[config.mk]
export PLATFORM = sky130hd
export DESIGN_NAME = gcd_dispatch
export DESIGN_NICKNAME = d
export VERILOG_FILES = /design/src/rtl/gcd_pkg.sv /design/src/rtl/gcd_pair_fifo.sv /design/src/rtl/gcd_dispatch.sv
export SDC_FILE = /design/constraint.sdc
export NUM_CORES = 1
export LEC_CHECK = 0
export BUFFER_PORTS_ARGS = -buffer_cell sky130_fd_sc_hd__clkbuf_2
export CORE_ASPECT_RATIO = 1.75
export CORE_MARGIN = 2
export CORE_UTILIZATION = 60
export DETAILED_ROUTE_END_ITERATION = 16
export GPL_TIMING_DRIVEN = 1
export HOLD_SLACK_MARGIN = 0.03
export PLACE_DENSITY = 0.84
export SKIP_CTS_REPAIR_TIMING = 1
export SYNTH_ARGS = -nofsm -noshare
export SYNTH_HDL_FRONTEND = slang
export SYNTH_HIERARCHICAL = 1
export SYNTH_SLANG_ARGS = --single-unit
[constraint.sdc]
create_clock -name clk -period 4.5 [get_ports clk]
set_clock_uncertainty 0.1 [all_clocks]
set_input_delay 0.675 -clock clk [delete_from_list [all_inputs] [get_ports clk]]
set_output_delay 0.675 -clock clk [all_outputs]
set_load 0.1 [all_outputs]
[src/rtl/gcd_pkg.sv]
// rtl/gcd_pkg.sv - shared width, FSM encoding and clog2 helper for the GCD dispatcher
package gcd_pkg;

  localparam int GCD_DATA_W = 8;

  typedef enum logic [1:0] {
    ST_IDLE      = 2'b00,
    ST_ISSUE     = 2'b01,
    ST_WAIT_DONE = 2'b10
  } state_t;

  function automatic int clog2(input int value);
    int r;
    r = 0;
    while ((1 << r) < value) r++;
    return r;
  endfunction

endpackage

[src/rtl/gcd_pair_fifo.sv]
// rtl/gcd_pair_fifo.sv - operand-pair FIFO, first word visible combinationally
module gcd_pair_fifo
  import gcd_pkg::*;
#(
  parameter int DATA_W = GCD_DATA_W,
  parameter int DEPTH  = 4
) (
  input  logic                  clk,
  input  logic                  rst_n,
  input  logic                  i_push,
  input  logic [2*DATA_W-1:0]   i_wdata,
  input  logic                  i_pop,
  output logic [2*DATA_W-1:0]   o_rdata,
  output logic                  o_full,
  output logic                  o_empty,
  output logic [clog2(DEPTH):0] o_count
);

  localparam int AW = clog2(DEPTH);
  localparam int CW = AW + 1;

  logic [2*DATA_W-1:0] r_mem [DEPTH];
  logic [AW-1:0]       r_wr_ptr;
  logic [AW-1:0]       r_rd_ptr;
  logic [CW-1:0]       r_count;
  logic                w_push;
  logic                w_pop;

  assign o_full  = (r_count == CW'(DEPTH));
  assign o_empty = (r_count == '0);
  assign o_count = r_count;
  assign o_rdata = r_mem[r_rd_ptr];
  assign w_push  = i_push & ~o_full;
  assign w_pop   = i_pop & ~o_empty;

  // Pointers wrap naturally because DEPTH is a power of two.
  always_ff @(posedge clk) begin
    if (!rst_n) begin
      r_wr_ptr <= '0;
      r_rd_ptr <= '0;
      r_count  <= '0;
    end else begin
      if (w_push) r_wr_ptr <= r_wr_ptr + 1'b1;
      if (w_pop)  r_rd_ptr <= r_rd_ptr + 1'b1;
      case ({w_push, w_pop})
        2'b10:   r_count <= r_count + 1'b1;
        2'b01:   r_count <= r_count - 1'b1;
        default: r_count <= r_count;
      endcase
    end
  end

  always_ff @(posedge clk) begin
    if (w_push) r_mem[r_wr_ptr] <= i_wdata;
  end

endmodule

[src/rtl/gcd_dispatch.sv]
// rtl/gcd_dispatch.sv - buffers operand pairs, issues one GCD job at a time, holds the result
// Optional: GCD_DISPATCH_BYPASS_EN returns pairs with a zero operand as a|b without using the core.
module gcd_dispatch
  import gcd_pkg::*;
#(
  parameter int DATA_W     = GCD_DATA_W,
  parameter int FIFO_DEPTH = 4
) (
  input  logic                       clk,
  input  logic                       rst_n,
  input  logic                       i_in_valid,
  output logic                       o_in_ready,
  input  logic [DATA_W-1:0]          i_in_a,
  input  logic [DATA_W-1:0]          i_in_b,
  output logic                       o_core_start,
  output logic [DATA_W-1:0]          o_core_a,
  output logic [DATA_W-1:0]          o_core_b,
  input  logic                       i_core_done,
  input  logic [DATA_W-1:0]          i_core_gcd,
  output logic                       o_out_valid,
  input  logic                       i_out_ready,
  output logic [DATA_W-1:0]          o_out_a,
  output logic [DATA_W-1:0]          o_out_b,
  output logic [DATA_W-1:0]          o_out_gcd,
  output logic [clog2(FIFO_DEPTH):0] o_fifo_count,
  output logic                       o_busy
);

  state_t              r_state;
  state_t              w_state_nxt;
  logic [DATA_W-1:0]   r_core_a;
  logic [DATA_W-1:0]   r_core_b;
  logic                r_out_valid;
  logic [DATA_W-1:0]   r_out_a;
  logic [DATA_W-1:0]   r_out_b;
  logic [DATA_W-1:0]   r_out_gcd;

  logic [2*DATA_W-1:0] w_fifo_rdata;
  logic                w_fifo_full;
  logic                w_fifo_empty;
  logic [DATA_W-1:0]   w_head_a;
  logic [DATA_W-1:0]   w_head_b;
  logic                w_pop;
  logic                w_job_to_core;
  logic                w_bypass_load;
  logic                w_core_result;
  logic                w_out_fire;
  logic                w_head_zero;

  gcd_pair_fifo #(
    .DATA_W (DATA_W),
    .DEPTH  (FIFO_DEPTH)
  ) u_fifo (
    .clk     (clk),
    .rst_n   (rst_n),
    .i_push  (i_in_valid),
    .i_wdata ({i_in_a, i_in_b}),
    .i_pop   (w_pop),
    .o_rdata (w_fifo_rdata),
    .o_full  (w_fifo_full),
    .o_empty (w_fifo_empty),
    .o_count (o_fifo_count)
  );

  assign w_head_a   = w_fifo_rdata[2*DATA_W-1:DATA_W];
  assign w_head_b   = w_fifo_rdata[DATA_W-1:0];
  assign w_out_fire = r_out_valid & i_out_ready;

`ifdef GCD_DISPATCH_BYPASS_EN
  assign w_head_zero = (w_head_a == '0) || (w_head_b == '0);
`else
  assign w_head_zero = 1'b0;
`endif

  always_ff @(posedge clk) begin
    if (!rst_n) r_state <= ST_IDLE;
    else        r_state <= w_state_nxt;
  end

  always_comb begin
    w_state_nxt   = r_state;
    w_pop         = 1'b0;
    w_job_to_core = 1'b0;
    w_bypass_load = 1'b0;
    w_core_result = 1'b0;
    case (r_state)
      ST_IDLE: begin
        // A draining result register counts as empty, so back-to-back jobs need no bubble.
        if (!w_fifo_empty && (!r_out_valid || w_out_fire)) begin
          w_pop = 1'b1;
          if (w_head_zero) begin
            w_bypass_load = 1'b1;
          end else begin
            w_job_to_core = 1'b1;
            w_state_nxt   = ST_ISSUE;
          end
        end
      end
      ST_ISSUE:     w_state_nxt = ST_WAIT_DONE;
      ST_WAIT_DONE: begin
        if (i_core_done) begin
          w_core_result = 1'b1;
          w_state_nxt   = ST_IDLE;
        end
      end
      default:      w_state_nxt = ST_IDLE;
    endcase
  end

  always_ff @(posedge clk) begin
    if (!rst_n) begin
      r_core_a <= '0;
      r_core_b <= '0;
    end else if (w_job_to_core) begin
      r_core_a <= w_head_a;
      r_core_b <= w_head_b;
    end
  end

  always_ff @(posedge clk) begin
    if (!rst_n) begin
      r_out_valid <= 1'b0;
      r_out_a     <= '0;
      r_out_b     <= '0;
      r_out_gcd   <= '0;
    end else if (w_core_result) begin
      r_out_valid <= 1'b1;
      r_out_a     <= r_core_a;
      r_out_b     <= r_core_b;
      r_out_gcd   <= i_core_gcd;
    end else if (w_bypass_load) begin
      r_out_valid <= 1'b1;
      r_out_a     <= w_head_a;
      r_out_b     <= w_head_b;
      r_out_gcd   <= w_head_a | w_head_b;
    end else if (w_out_fire) begin
      r_out_valid <= 1'b0;
    end
  end

  assign o_in_ready   = ~w_fifo_full;
  assign o_core_start = (r_state == ST_ISSUE);
  assign o_core_a     = r_core_a;
  assign o_core_b     = r_core_b;
  assign o_out_valid  = r_out_valid;
  assign o_out_a      = r_out_a;
  assign o_out_b      = r_out_b;
  assign o_out_gcd    = r_out_gcd;
  assign o_busy       = (r_state != ST_IDLE) || !w_fifo_empty;

endmodule

* Word-level counts from Yosys, hierarchy flattened
Memories as Yosys holds them, arrays and structs flattened. A register that Yosys moved wholly into a read port is not among the register bits. Cells that the tools add are included.
Storage, ports and cells: flip-flop bits (word level) 34, latch bits 0, memory bits (writable) 64, ROM bits 0, input bits 29, output and inout port bits 47, word-level logic and storage cells 52, memories kept 1
Memory list:
- u_fifo.r_mem | words 4, bits a word 16, read ports 1, clocked after Yosys merged registers in 1, wr ports 1, line gcd_pair_fifo.sv:22 | logic [2*DATA_W-1:0] r_mem [DEPTH];
Cells by class: $add $sub $neg 4, multipliers 0, divide/modulo/power cells 0, $lt $le $gt $ge 0, equality and inequality tests 7, shift-type cells 0, multiplexer cells 15, bitwise logic cells 5, reduce and logical (&&, ||, !) cells 12
Operators by type and width (count):
- $mux W8 | 3
- $mux W1 | 8
- $pmux W2 S3 | 1
- $pmux W3 S2 | 1
- $reduce_bool A2 Y1 | 3
- $add A2 B1 Y2 const B | 2
- $eq A2 B1 Y1 const B | 2
- $eq A2 B2 Y1 const B | 2
- $mux W2 | 2
- $ne A2 B2 Y1 const B | 2
- $add A3 B1 Y3 const B | 1
- $and A1 B1 Y1 | 3
- $eq A3 B3 Y1 const B | 1
- $logic_not A1 Y1 | 3
- $logic_not A3 Y1 | 1
- $sub A3 B1 Y3 const B | 1
- $logic_not A2 Y1 | 1
- $logic_or A1 B1 Y1 | 2
- $not A1 Y1 | 2
- $reduce_and A2 Y1 | 1
- $logic_and A1 B1 Y1 | 1

* Logic depth before layout (Yosys ltp)
depth after elaboration 8, mapped depth 11, depth with buffers taken out 9

* Modules after synthesis
Netlist, hierarchy kept.
Modules (own cells, without submodules):
- gcd_pair_fifo | instances 1, cells an instance 138, area an instance 2817.7 µm², sequential area each 2102.0 µm²
- gcd_dispatch | instances 1, cells an instance 188, area an instance 1667.8 µm², sequential area each 860.8 µm²

* Least setup slack after synthesis
Ideal clock, no wire load.
path kind flip-flop to flip-flop, from reg u_fifo.r_count[0] (netlist: u_fifo/o_count[0]), to reg u_fifo.r_count[2] (netlist: u_fifo/o_count[2]), setup time 70 ps, arrival 3157 ps, required time 4330 ps, path slack 1173 ps, stages on the path, launching flop included 12, path buffers 2, period minus slack after synthesis 3327 ps, cell sequence dfxtp_1 nor3_2 nor4_2 buf_4 buf_12 nor2b_1 ha_1 inv_1 fa_1 xor2_1 or3_1 a21boi_1
On the way: word-level cells in the longest chain between the ends 8, elaborated cells on any way between the ends 16, classes of those cells 2 x add/sub; 3 x eq/ne; 3 x mux; 4 x bitwise; 4 x reduce/logical
Ends and longest elaborated chain:
- from (decl) | line gcd_pair_fifo.sv:25 | logic [CW-1:0] r_count;
- from (signal assigned) | line gcd_pair_fifo.sv:46 | 2'b10: r_count <= r_count + 1'b1;
- from (signal assigned) | line gcd_pair_fifo.sv:47 | 2'b01: r_count <= r_count - 1'b1;
- from (signal assigned) | line gcd_pair_fifo.sv:48 | default: r_count <= r_count;
- $logic_not A3 Y1 (*) | line gcd_pair_fifo.sv:30 | assign o_empty = (r_count == '0);
- net w_fifo_empty | line gcd_dispatch.sv:40 | logic w_fifo_empty;
- $logic_not A1 Y1 (*) | line gcd_dispatch.sv:89 | if (!w_fifo_empty && (!r_out_valid || w_out_fire)) begin
- $logic_and A1 B1 Y1 (*) | line gcd_dispatch.sv:89
- $mux W1 (*) | line gcd_dispatch.sv:89
- $mux W1 (*) | line gcd_dispatch.sv:86 | case (r_state)
- net w_job_to_core | line gcd_dispatch.sv:44 | logic w_job_to_core;
- $and A1 B1 Y1 (*) | line gcd_pair_fifo.sv:34 | assign w_pop = i_pop & ~o_empty;
- net u_fifo.w_pop | line gcd_pair_fifo.sv:27 | logic w_pop;
- $eq A2 B1 Y1 or $eq A2 B2 Y1 (tied branches) | line gcd_pair_fifo.sv:45 | case ({w_push, w_pop})
- $pmux W3 S2 or $reduce_bool A2 Y1 (tied branches)
The timed path passes the listed nets; every way through them passes the cells marked *. A chain may end at the register's enable or synchronous reset.

* Worst setup path after layout
from reg u_fifo.r_count[1] (netlist: u_fifo/o_count[1]), to reg u_fifo.r_count[2] (netlist: u_fifo/o_count[2])
On the way: word-level cells in the longest chain between the ends 8, elaborated cells on any way between the ends 16, classes of those cells 2 x add/sub; 3 x eq/ne; 3 x mux; 4 x bitwise; 4 x reduce/logical
Ends and longest elaborated chain (line):
- $logic_not A3 Y1 (*) | gcd_pair_fifo.sv:30
- net w_fifo_empty | gcd_dispatch.sv:40
- $logic_not A1 Y1 | gcd_dispatch.sv:89
- $logic_and A1 B1 Y1 | gcd_dispatch.sv:89
- $mux W1 | gcd_dispatch.sv:89
- $mux W1 | gcd_dispatch.sv:86
- $and A1 B1 Y1 (*) | gcd_pair_fifo.sv:34
- net u_fifo.w_pop | gcd_pair_fifo.sv:27
- $eq A2 B1 Y1 or $eq A2 B2 Y1 (tied branches) | gcd_pair_fifo.sv:45
- $pmux W3 S2 or $reduce_bool A2 Y1 (tied branches)
Marked as above.

==> impl_metrics.env <==
export IMPL_run_status="completed"
export IMPL_critical_path_top_delay_family="simple AND/OR/NAND/NOR gates"
export IMPL_most_common_layout_cells="88 x sky130_fd_sc_hd__nand2_1, 75 x sky130_fd_sc_hd__clkbuf_2, 64 x sky130_fd_sc_hd__edfxtp_1, 52 x sky130_fd_sc_hd__dfxtp_1, 21 x sky130_fd_sc_hd__a21boi_1"
export IMPL_hold_violations=0
export IMPL_timing_rr_start="u_fifo/o_count[1]$_SDFFE_PN0P_"
export IMPL_final_period_minus_worst_setup_slack_ns=2.81
export IMPL_hold_worst_slack_ns=0.350
export IMPL_synthesized_instance_count=326
export IMPL_timing_worst_slew_pin_value_ns=1.12
export IMPL_worst_setup_path_start="u_fifo/o_count[1]$_SDFFE_PN0P_"
export IMPL_number_of_warnings_reported_in_the_yosys_synthesis_log=6
export IMPL_core_area_um2=7230
export IMPL_dieArea_um2=8210
export IMPL_dr_first_iter_drc_count=179
export IMPL_tritoncts="yes"
export IMPL_pin_count_of_the_biggest_net_entering_global_routing=70
export IMPL_slew_limit_headroom=0.250
export IMPL_syn_to_final_growth_pct=21.6
export IMPL_placement_io_buffers=75
export IMPL_clock_sinks=116
export IMPL_gp_congestion=0.742
export IMPL_worst_setup_path_end_kind="flip-flop"
export IMPL_start_util=0.620
export IMPL_mostFrequentLayoutCell="sky130_fd_sc_hd__nand2_1"
export IMPL_final_layout_size_suffix_gt1_frac=0.301
export IMPL_max_clock_freq_mhz=356
export IMPL_drc_errors_left=0
export IMPL_cts_path_max_buffers=2
export IMPL_ir_drop_mv=0.447
export IMPL_min_delay_start="o_out_gcd[0]$_SDFFE_PN0P_"
export IMPL_number_of_buffers_created_by_cts=17
export IMPL_design_final_nets=437
export IMPL_startpoint_type="flip-flop"
export IMPL_n_fill_cell=449
export IMPL_antenna_cells=0
export IMPL_setup_tns_final_ns=0
export IMPL_rsz0062_at_grt="no"
export IMPL_synth_seq_cells=116
export IMPL_root_driver="sky130_fd_sc_hd__clkbuf_16"
export IMPL_route_antenna_remaining_nets=0
export IMPL_yosysSeqAreaShare=0.661
export IMPL_ioPinCount=76
export IMPL_postRouteWirelength_mm=7.64
export IMPL_power_density_nw_per_um2=774
export IMPL_crit_path_max_incr_delay_ns=0.42
export IMPL_crit_type="flip-flop to flip-flop"
export IMPL_overflow=0
export IMPL_number_of_antenna_violations_at_the_first_check_in_global_routing=0
export IMPL_cp_cell_sequence="nor3_2 -> nor4_4 -> buf_4 -> nor2b_1 -> ha_1 -> inv_1 -> fa_1 -> xor2_1 -> or3_1 -> a21boi_1"
export IMPL_crit_arrival_ns=3.04
export IMPL_timing_final_setup_violations=0
export IMPL_max_cap_violations=0
export IMPL_critical_path_buf_inv_count=2
export IMPL_synth_nets=361
export IMPL_die_outline_width_um=69.4
export IMPL_grt_util_all_layers=0.204
export IMPL_worst_hold_path_type="flip-flop to flip-flop"
export IMPL_synthesis_area_um2=4490
export IMPL_h_tree_lvl_count=4
export IMPL_post_route_worst_setup_slack_ns=1.69
export IMPL_leak_pwr_uw=0.00208
export IMPL_dr_total_vias=2678
export IMPL_hpwl_mm=4.98
export IMPL_critical_path_slowest_cell="sky130_fd_sc_hd__dfxtp_1"
export IMPL_fin_crit_sh=0.624
export IMPL_via_per_inst=5.35
export IMPL_first_pass_iters=4
export IMPL_synth_avg_cell_area_um2=13.8
export IMPL_global_route_wire_length_before_repair_mm=12.7
export IMPL_dpl_worst_slack_ns=1.47
export IMPL_synth_enable_flop_cells=64
export IMPL_crit_required_ns=4.73
export IMPL_avgRoutedWirePerCell_um=15.2
export IMPL_path_clk_slew_ns=0.05
export IMPL_path_max_fanout=20
export IMPL_async_reset_ff_frac=0
export IMPL_latest_clock_arrival_within_the_worst_skew_pair_ns=0.40
export IMPL_synth_main_ff_cell="sky130_fd_sc_hd__edfxtp_1"
export IMPL_number_of_standard_cell_rows_in_the_floorplan=41
export IMPL_report_final_slew_viol_count=0
export IMPL_die_h_um=118
export IMPL_first_global_vias=2702
export IMPL_synthDistinctLibCells=31
[state kept, by name, summed over array words and instances (netlist names), named ones only]
signal / flops
u_fifo/r_wr_ptr: 2
u_fifo/r_mem: 64
o_out_b: 8
u_fifo/r_rd_ptr: 2
r_state: 2
o_core_b: 8
u_fifo/o_count: 3
o_out_a: 8
o_core_a: 8
o_out_gcd: 8
o_out_valid: 1
[layer usage]
layer / track usage / wire length [um] / up-vias
li1: - / - / 1304
met1: 0.217 / 3020 / 1292
met2: 0.353 / 4130 / 70
met5: 0 / 0 / -
met3: 0.0742 / 353 / 12
met4: 0.0993 / 134 / 0
[kinds of logic after synthesis]
logic type,Yosys count,synth area share
AO/OA/AOI/OAI,33,0.0524
XOR/XNOR,2,0.00391
adder cells (fa/ha/maj),6,0.0184
buffers and inverters,26,0.0360
flip-flops,116,0.661
multiplexers,34,0.121
AND/OR/NAND/NOR,109,0.108
[power breakdown]
part           internal [uW]  switching, uW
Clock                    884            433
Sequential              1300            156
Combinational            348           1100
[worst register-to-register path, stage by stage, from the launching register on]
cell,delay (ns)
sky130_fd_sc_hd__dfxtp_1,0.42
sky130_fd_sc_hd__nor3_2,0.13
sky130_fd_sc_hd__nor4_4,0.22
sky130_fd_sc_hd__buf_4,0.34
sky130_fd_sc_hd__nor2b_1,0.25
sky130_fd_sc_hd__ha_1,0.21
sky130_fd_sc_hd__inv_1,0.07
sky130_fd_sc_hd__fa_1,0.39
sky130_fd_sc_hd__xor2_1,0.16
sky130_fd_sc_hd__or3_1,0.31
sky130_fd_sc_hd__a21boi_1,0.14
[path summary, 6_finish.rpt]
kind | slack, ns | cells after the start | to
worst min register to register | 0.35 | 2 | o_out_gcd[0]$_SDFFE_PN0P_
worst max register to register | 1.69 | 10 | u_fifo/o_count[2]$_SDFFE_PN0P_
worst min-delay path | 0.35 | 2 | o_out_gcd[0]$_SDFFE_PN0P_
worst max-delay path | 1.69 | 10 | u_fifo/o_count[2]$_SDFFE_PN0P_
[metrics by stage]
| step | util | area, um2 | power, uW | instances |
|---|---|---|---|---|
| global placement | 0.670 | 4850 | 2900 | 469 |
| finish | 0.754 | 5460 | 4220 | 501 |
| detailed placement | 0.670 | 4850 | 2930 | 469 |
| global route | 0.754 | 5460 | 4390 | 501 |
| CTS | 0.754 | 5460 | 4260 | 501 |
| floorplan | - | 4490 | 2740 | 326 |
[layout make-up]
type / count / area (um2) / area share
Tap cell: 86 / 108 / 0.0197
Timing Repair Buffer: 76 / 383 / 0.0702
Multi-Input combinational cell: 184 / 1370 / 0.251
Clock buffer: 25 / 539 / 0.0989
Sequential cell: 116 / 2960 / 0.543
Inverter: 7 / 26.3 / 0.00482
Clock inverter: 7 / 66.3 / 0.0122
[synthesized netlist by cell type (2+ instances only)]
library cell	number	area, um2
sky130_fd_sc_hd__mux2i_1	18	180
sky130_fd_sc_hd__o21a_1	2	15.0
sky130_fd_sc_hd__nand2_1	88	330
sky130_fd_sc_hd__buf_12	2	40.0
sky130_fd_sc_hd__or3_1	2	12.5
sky130_fd_sc_hd__a21boi_1	21	158
sky130_fd_sc_hd__mux4_2	16	360
sky130_fd_sc_hd__and2_1	7	43.8
sky130_fd_sc_hd__nor2b_1	4	25.0
sky130_fd_sc_hd__inv_1	6	22.5
sky130_fd_sc_hd__o21ai_0	5	25.0
sky130_fd_sc_hd__clkbuf_1	5	18.8
sky130_fd_sc_hd__buf_4	4	30.0
sky130_fd_sc_hd__ha_1	5	62.6
sky130_fd_sc_hd__buf_2	7	35.0
sky130_fd_sc_hd__dfxtp_1	52	1040
sky130_fd_sc_hd__edfxtp_1	64	1920
sky130_fd_sc_hd__a21boi_0	5	37.5
Note: power is estimated with default switching activity, not from simulation.
